$ cat src/rtl/code25_pkg.sv
// Shared 2-of-5 definitions: word width, receiver state encoding and the
// weight predicate used by both encoders and decoders.
package code25_pkg;

    localparam int WORD_W = 5;

    typedef enum logic {
        IDLE = 1'b0,
        RECV = 1'b1
    } rx_state_e;

    // A legal 2-of-5 word has exactly two bits set.
    function automatic logic is_2of5(input logic [WORD_W-1:0] word);
        int unsigned ones;
        ones = 0;
        for (int i = 0; i < WORD_W; i++) begin
            ones += int'(word[i]);
        end
        return (ones == 2);
    endfunction

endpackage

$ cat src/rtl/code25_weight_check.sv
// Combinational 2-of-5 weight checker: ok is high when exactly two bits are set.
module code25_weight_check
    import code25_pkg::*;
(
    input  logic [WORD_W-1:0] word_i,
    output logic              ok_o
);

    // Weight test shared with every other 2-of-5 consumer.
    always_comb begin
        ok_o = is_2of5(word_i);
    end

endmodule

$ cat src/rtl/code25_serial_receiver.sv
// Serial 2-of-5 receiver: deserialises MSB-first 5-bit frames, forwards only
// legal words to E1..E5, and reports malformed or stalled frames.
module code25_serial_receiver
    import code25_pkg::*;
#(
    parameter int TIMEOUT = 16,
    parameter int ERR_W   = 4
) (
    input  logic             clk,
    input  logic             rst_n,
    input  logic             serial_in,
    input  logic             bit_valid,
    input  logic             frame_start,
    output logic             E1,
    output logic             E2,
    output logic             E3,
    output logic             E4,
    output logic             E5,
    output logic             word_valid,
    output logic             code_error,
    output logic             timeout,
    output logic [ERR_W-1:0] err_count
);

    localparam int IDLE_W = $clog2(TIMEOUT + 1);
    localparam logic [IDLE_W-1:0] IDLE_LAST = IDLE_W'(TIMEOUT - 1);
    localparam logic [ERR_W-1:0]  ERR_MAX   = '1;

    rx_state_e         state_q, state_d;
    logic [WORD_W-1:0] sr_q, sr_d;
    logic [2:0]        bitcnt_q, bitcnt_d;
    logic [IDLE_W-1:0] idle_q, idle_d;
    logic [WORD_W-1:0] word_q, word_d;
    logic              wv_q, wv_d;
    logic              cerr_q, cerr_d;
    logic              tmo_q, tmo_d;
    logic [ERR_W-1:0]  errc_q, errc_d;

    // Candidate full word if the incoming bit completes the frame.
    logic [WORD_W-1:0] full_word;
    logic              full_ok;

    assign full_word = {sr_q[WORD_W-2:0], serial_in};

    code25_weight_check u_wchk (
        .word_i (full_word),
        .ok_o   (full_ok)
    );

    // Receive FSM: frame assembly, completion check and idle timeout.
    always_comb begin
        state_d  = state_q;
        sr_d     = sr_q;
        bitcnt_d = bitcnt_q;
        idle_d   = idle_q;
        word_d   = word_q;
        wv_d     = 1'b0;
        cerr_d   = 1'b0;
        tmo_d    = 1'b0;
        errc_d   = errc_q;

        unique case (state_q)
            IDLE: begin
                if (bit_valid && frame_start) begin
                    sr_d     = {{(WORD_W-1){1'b0}}, serial_in};
                    bitcnt_d = 3'd1;
                    idle_d   = '0;
                    state_d  = RECV;
                end
            end
            RECV: begin
                if (bit_valid && frame_start) begin
                    // Restart drops the partial frame without flagging it.
                    sr_d     = {{(WORD_W-1){1'b0}}, serial_in};
                    bitcnt_d = 3'd1;
                    idle_d   = '0;
                end else if (bit_valid) begin
                    idle_d = '0;
                    if (bitcnt_q == 3'(WORD_W - 1)) begin
                        state_d  = IDLE;
                        sr_d     = '0;
                        bitcnt_d = '0;
                        if (full_ok) begin
                            word_d = full_word;
                            wv_d   = 1'b1;
                        end else begin
                            cerr_d = 1'b1;
                            if (errc_q != ERR_MAX) errc_d = errc_q + 1'b1;
                        end
                    end else begin
                        sr_d     = full_word;
                        bitcnt_d = bitcnt_q + 3'd1;
                    end
                end else if (idle_q == IDLE_LAST) begin
                    state_d  = IDLE;
                    sr_d     = '0;
                    bitcnt_d = '0;
                    idle_d   = '0;
                    tmo_d    = 1'b1;
                    if (errc_q != ERR_MAX) errc_d = errc_q + 1'b1;
                end else begin
                    idle_d = idle_q + 1'b1;
                end
            end
            default: state_d = IDLE;
        endcase
    end

    // State and output registers with synchronous active-low reset.
    always_ff @(posedge clk) begin
        if (!rst_n) begin
            state_q  <= IDLE;
            sr_q     <= '0;
            bitcnt_q <= '0;
            idle_q   <= '0;
            word_q   <= '0;
            wv_q     <= 1'b0;
            cerr_q   <= 1'b0;
            tmo_q    <= 1'b0;
            errc_q   <= '0;
        end else begin
            state_q  <= state_d;
            sr_q     <= sr_d;
            bitcnt_q <= bitcnt_d;
            idle_q   <= idle_d;
            word_q   <= word_d;
            wv_q     <= wv_d;
            cerr_q   <= cerr_d;
            tmo_q    <= tmo_d;
            errc_q   <= errc_d;
        end
    end

    // First received bit lands in the MSB, so E1 is word[4].
    assign E1         = word_q[4];
    assign E2         = word_q[3];
    assign E3         = word_q[2];
    assign E4         = word_q[1];
    assign E5         = word_q[0];
    assign word_valid = wv_q;
    assign code_error = cerr_q;
    assign timeout    = tmo_q;
    assign err_count  = errc_q;

endmodule

$ cat config.mk
export PLATFORM = sky130hd
export DESIGN_NAME = code25_serial_receiver
export DESIGN_NICKNAME = d
export VERILOG_FILES = /design/src/rtl/code25_pkg.sv /design/src/rtl/code25_weight_check.sv /design/src/rtl/code25_serial_receiver.sv
export SDC_FILE = /design/constraint.sdc
export NUM_CORES = 1
export LEC_CHECK = 0
export BUFFER_PORTS_ARGS = -buffer_cell sky130_fd_sc_hd__buf_4
export CAP_MARGIN = 20
export CORE_MARGIN = 2
export CORE_UTILIZATION = 55
export DETAILED_ROUTE_END_ITERATION = 7
export GPL_ROUTABILITY_DRIVEN = 1
export PLACE_DENSITY_LB_ADDON = 0.1
export RECOVER_POWER = 50
export SLEW_MARGIN = 30
export SYNTH_ARGS = -nofsm -noshare
export SYNTH_HDL_FRONTEND = slang
export SYNTH_HIERARCHICAL = 1
export SYNTH_SLANG_ARGS = --single-unit
export TNS_END_PERCENT = 5
$ cat constraint.sdc
create_clock -name clk -period 4.8 [get_ports clk]
set_clock_uncertainty 0.2 [all_clocks]
set_input_delay 0 -clock clk [delete_from_list [all_inputs] [get_ports clk]]
set_output_delay 0 -clock clk [all_outputs]
set_load 0.05 [all_outputs]
# After elaboration in Yosys (flattened, before gate mapping)

Cells that the tools add are included.

Bits in latches: 0
Flip-flop bits (word level): 25
Memories kept: 0
Bits in read-only memories: 0
Memory bits (writable): 0
Logic and storage cells: 67

Shift operators: 0
$add $sub $neg: 7
Multiply operators: 0
Equality and inequality tests: 8
$lt $le $gt $ge: 0
Muxes and demuxes: 31
Reductions and logical operators: 7
Bitwise gates (word level): 5
Divide/modulo/power cells: 0

Operators with widths:

| operator              | count |
|---|---|
| $add A32 B1 Y32       | 2 |
| $mux W4               | 10 |
| $eq A32 B2 Y1 const B | 1 |
| $mux W5               | 4 |
| $mux W3               | 5 |
| $pmux W5 S2           | 1 |
| $reduce_and A5 Y1     | 2 |
| $mux W1               | 8 |
| $pmux W4 S2           | 1 |
| $pmux W3 S2           | 1 |
| $add A5 B1 Y5 const B | 1 |
| $eq A5 B4 Y1 const B  | 1 |
| $not A1 Y1            | 5 |
| $reduce_or A5 Y1      | 1 |
| $add A4 B1 Y4 const B | 1 |
| $ne A2 B2 Y1 const B  | 2 |
| $ne A4 B2 Y1 const B  | 1 |
| $ne A4 B4 Y1 const B  | 1 |
| $reduce_or A4 Y1      | 1 |
| $add A2 B1 Y3         | 1 |
| $add A3 B1 Y3 const B | 1 |
| $eq A3 B3 Y1 const B  | 1 |
| $add A1 B1 Y2         | 1 |
| $ne A2 B1 Y1 const B  | 1 |
| 4 further kinds       | 4 |

# Logic depth before layout (Yosys ltp)

Word-level depth: 8
Gate-level depth with buffers: 10
Gate-level depth less buffers: 10

# Hierarchy

The synthesis kept the hierarchy.

Modules (own cells, without submodules):

| module                 | instances | cells an instance | area an instance (um^2) |
|---|---|---|---|
| code25_serial_receiver | 1         | 123               | 1,148.6 |
| code25_weight_check    | 1         | 11                | 87.6 |

# Worst setup path after synthesis

No wires, ideal clock.

Path kind: reg-to-reg
Start: register sr_q[0]
End: register errc_q[3] (netlist: err_count[3])
Path slack: 2.103 ns
Cell stages (with the launch flop): 11
Data arrival time: 2.374 ns
Required time: 4.477 ns
Setup time: 0.123 ns
Buffers on the path: 0
Cell sequence: dfxtp_1 -> inv_1 -> fa_1 -> fa_1 -> inv_1 -> ha_1 -> and3b_1 -> nand3b_1 -> o22a_2 -> a311oi_1 -> o21bai_1

Longest elaborated chain between the ends: 7

RTL lines:

| what                         | line                          | text |
|---|---|---|
| start, declared              | code25_serial_receiver.sv:30  | `logic [WORD_W-1:0] sr_q, sr_d;` |
| start signal, assigned       | code25_serial_receiver.sv:123 | `sr_q <= sr_d;` |
| $add A1 B1 Y2                | code25_pkg.sv:17              | `ones += int'(word[i]);` |
| $add A2 B1 Y3                | code25_pkg.sv:17              |  |
| $add A32 B1 Y32 (2 in a row) | code25_pkg.sv:17              |  |
| $eq A32 B2 Y1                | code25_pkg.sv:19              | `return (ones == 2);` |
| net full_ok                  | code25_serial_receiver.sv:41  | `logic full_ok;` |
| $ne A2 B2 Y1 (no line)       | -                             |  |
| $reduce_and A5 Y1 (no line)  | -                             |  |
| end signal, assigned         | code25_serial_receiver.sv:130 | `errc_q <= errc_d;` |
| end, declared                | code25_serial_receiver.sv:37  | `logic [ERR_W-1:0] errc_q, errc_d;` |

The timed path passes the listed nets, and every way through them passes these cells.
A chain may end at the register's enable or synchronous reset.

# Worst setup path after layout

Same ends and word-level chain as after synthesis.

==> key figures <==
Place
  – GP Congestion: 0.802
  – Dpl cells: 174
  – Hpwl dp: 1.75 mm
  – Buffers on Ports: 16

Routing
  – Drc violations: 0
  – Vias per cell: 5.55
  – Pre-Repair DR Iteration Count: 4
  – Post-DRT Antenna Nets: 0
  – Post-Route WL: 2.50 mm
  – Drt initial violations: 17
  – Avg WL per Cell: 13.6 um
  – Routed vias: 1022

Final layout
  – Fillers: 204
  – Fraction of layout instances using a drive strength above 1: 7.05%
  – Reg area: 500 um^2
  – Area taken by multi-input logic gates: 663 um^2
  – Nets: 169
  – Ant diodes: 0
  – Post-Layout Cell Count: 184
  – Layout area overhead: 13.7%
  – Final Util: 64.8%

Worst setup path
  – Type of origin of the critical path: flip-flop
  – Crit Path Category: flip-flop to flip-flop
  – Crit path cell chain: inv_1 > fa_1 > fa_1 > inv_1 > ha_1 > and3b_1 > nand3b_1 > o22a_2 > a311oi_1 > o21bai_1
  – Req. time, crit path: 4.81 ns
  – Critical path buffers and inverters: 2
  – CP Capture Type: flip-flop
  – Worst path top cell family by delay: adder cells
  – Worst r2r path cells: 10
  – CP max stage cell: fa_1
  – Critical-path maximum fanout: 5
  – Slowest stage delay, CP: 0.47 ns
  – Crit path DAT: 2.85 ns
  – Critical path depth: 10

Logic synthesis
  – Post-synthesis net count: 146
  – Post-Syn Area: 1240 um^2
  – Post-synthesis mux area share: 5.67%
  – Sequential fraction of the synthesis area: 40.5%
  – Syn Inst Count: 134
  – Synth Area in Adders: 8.30%
  – Post-synthesis simple-gate area fraction: 20.6%
  – Compound-cell area share of the yosys netlist: 19.3%
  – Synth area leaders: dfxtp_1, mux2i_1, ha_1
  – Yosys top cell by area: dfxtp_1
  – YS warnings: 6
  – Yosys top cell area share: 40.5%
  – XOR/XNOR share of the synthesized area: 0%
  – Library cells used by synthesis: 41
  – Main combinational cell family by area after synthesis: simple AND/OR/NAND/NOR gates
  – FF+latch count, synth: 25
  – Avg Inst Size Synth: 9.23 um^2

Clock tree
  – Skew-Pair Late Insertion Delay: 0.32 ns
  – Clk sink count: 25
  – CTS Buf Count: 3
  – CTS Root Cell: clkbuf_4
  – Post-cts gate resize count: 0
  – H-tree levels: 1
  – Reg clk slew, reported paths: 0.14 ns
  – Clock buffer depth: 2
  – TritonCTS clock tree: built

Global route
  – GR Layer Usage met1: 28.1%
  – Met3 usage in global routing: 3.80%
  – Congestion Overflow GR: 0
  – Layer with the highest usage: met2
  – Initial antenna violation count: 0
  – Vias in the first global route: 941
  – First-pass GRT wire length: 4.28 mm
  – Grt met2 use: 34.6%
  – Largest net degree at the start of global routing: 18
  – Total GRT Usage: 21.5%

Min path
  – Hold crit path type: primary input to flip-flop
  – Hold depth: 4

Timing
  – Final hold vios: 0
  – Slew Limit Fails: 0
  – Setup TNS: 0 ns
  – Tmin final: 2.84 ns
  – FMAX: 352 MHz
  – Period utilisation layout: 59.1%
  – Slew headroom: 58.8%
  – Worst hold margin: 0.278 ns
  – # setup viols final: 0
  – RSZ-0062 raised after global routing: false
  – Worst-Margin Slew: 0.618 ns

Status
  – Status: completed

Die
  – Ports: 17
  – Placeable Area: 2170 um^2
  – Row count: 17
  – Die height: 51.4 um
  – Die Width: 51.4 um
  – DIE AREA: 2640 um^2
  – Initial Utilization: 57.0%

Pwr
  – PD cells: 239 nW/um^2
  – Design Power: 0.336 mW
  – Max VDD drop: 0.198 mV
  – Static leakage: 0.552 nW

Run
  – Max_cap viols: 0
==> layout make-up <==
class	count	area share, %
Multi-Input combinational cell	92	47.2
Clock buffer	4	1.87
Sequential cell	25	35.6
Inverter	13	3.47
Tap cell	28	2.49
Timing Repair Buffer	22	9.35
==> worst reg2reg max path: cells and delay by family (launching register included) <==
| family | cells | cell delay (ns) |
|---|---|---|
| buf+inv | 2 | 0.14 |
| compound gates | 3 | 0.61 |
| flops | 1 | 0.38 |
| simple gates | 2 | 0.35 |
| fa+ha+maj | 3 | 1.05 |
==> timing repair <==
action	4_1_cts	5_1_grt
buffers inserted	0	0
endpoints found under the hold margin	17	0
hold buffers	6	0
==> Yosys cell counts, drive strengths merged <==
master and number:
nand4b 1, o311a 1, nand3 4, a32oi 1
a31oi 2, fa 2, a21oi 8, o21a 1
buf 2, mux2i 7, o21bai 2, o211a 2
or4 2, nand2 10, or3 1, nand2b 2
and4b 1, a22oi 4, a41o 1, clkbuf 2
and3b 1, a21o 1, o21ai 8, dfxtp 25
ha 5, o22a 1, nor3 1, a311oi 1
nor2b 1, nor4 3, nor2 13, inv 13
nand3b 2, and2 1, and3 2
==> metrics by stage <==
step                area (um^2)  setup WS (ns)
floorplan                  1240           2.10
global placement           1370           2.04
detailed placement         1370           1.97
CTS                        1460           1.96
global route               1410           1.78
finish                     1410           1.96
==> path summary, 6_finish.rpt <==
| check | startpoint | end | slack [ns] |
|---|---|---|---|
| worst min register to register | err_count[1] | err_count[1] | 0.31 |
| worst max register to register | sr_q[0] | err_count[3] | 1.96 |
| worst max-delay path | sr_q[0] | err_count[3] | 1.96 |
| worst min-delay path | serial_in | word_q[0] | 0.28 |
==> metal layers <==
layer  up-vias  routed length (um)  share of wire [%]
met2        21                1240                 50
met5         -                   0                  0
met4         0                  21               0.84
li1        518                   -                  -
met1       481                1140                 46
met3         2                  94                3.8
==> report_power, final <==
part	switching (mW)	internal (mW)
Clock	0.0612	0.0325
Sequential	0.00289	0.210
Combinational	0.0172	0.0123
==> registers in the layout, indices dropped and copies added, names as in the netlist <==
register	cells
bitcnt_q	3
code_error	1
err_count	4
idle_q	5
sr_q	4
state_q	1
timeout	1
word_q	5
word_valid	1
==> cell usage in the layout (no fill, tap or decap), types with 2 or more instances in the layout <==
master,n
dlygate4sd3_1,6
a22oi_1,4
nand3_1,4
o21ai_1,4
nor4_1,3
nor2_1,12
o211a_1,2
clkbuf_1,14
or4_1,2
inv_1,13
o21bai_1,2
clkbuf_4,3
o21ai_0,3
nand2_1,10
and3_1,2
a21oi_1,8
fa_1,2
nand2b_1,2
mux2i_1,7
buf_4,3
dfxtp_1,25
ha_1,5
==> logic make-up (layout without fill, tap and decap cells) <==
logic type | after synthesis | in the layout
simple gates | 45 | 45
fa+ha+maj | 7 | 7
buf+inv | 17 | 39
mux | 7 | 7
flops | 25 | 25
compound gates | 33 | 33
(Power assumes the default switching activity.)
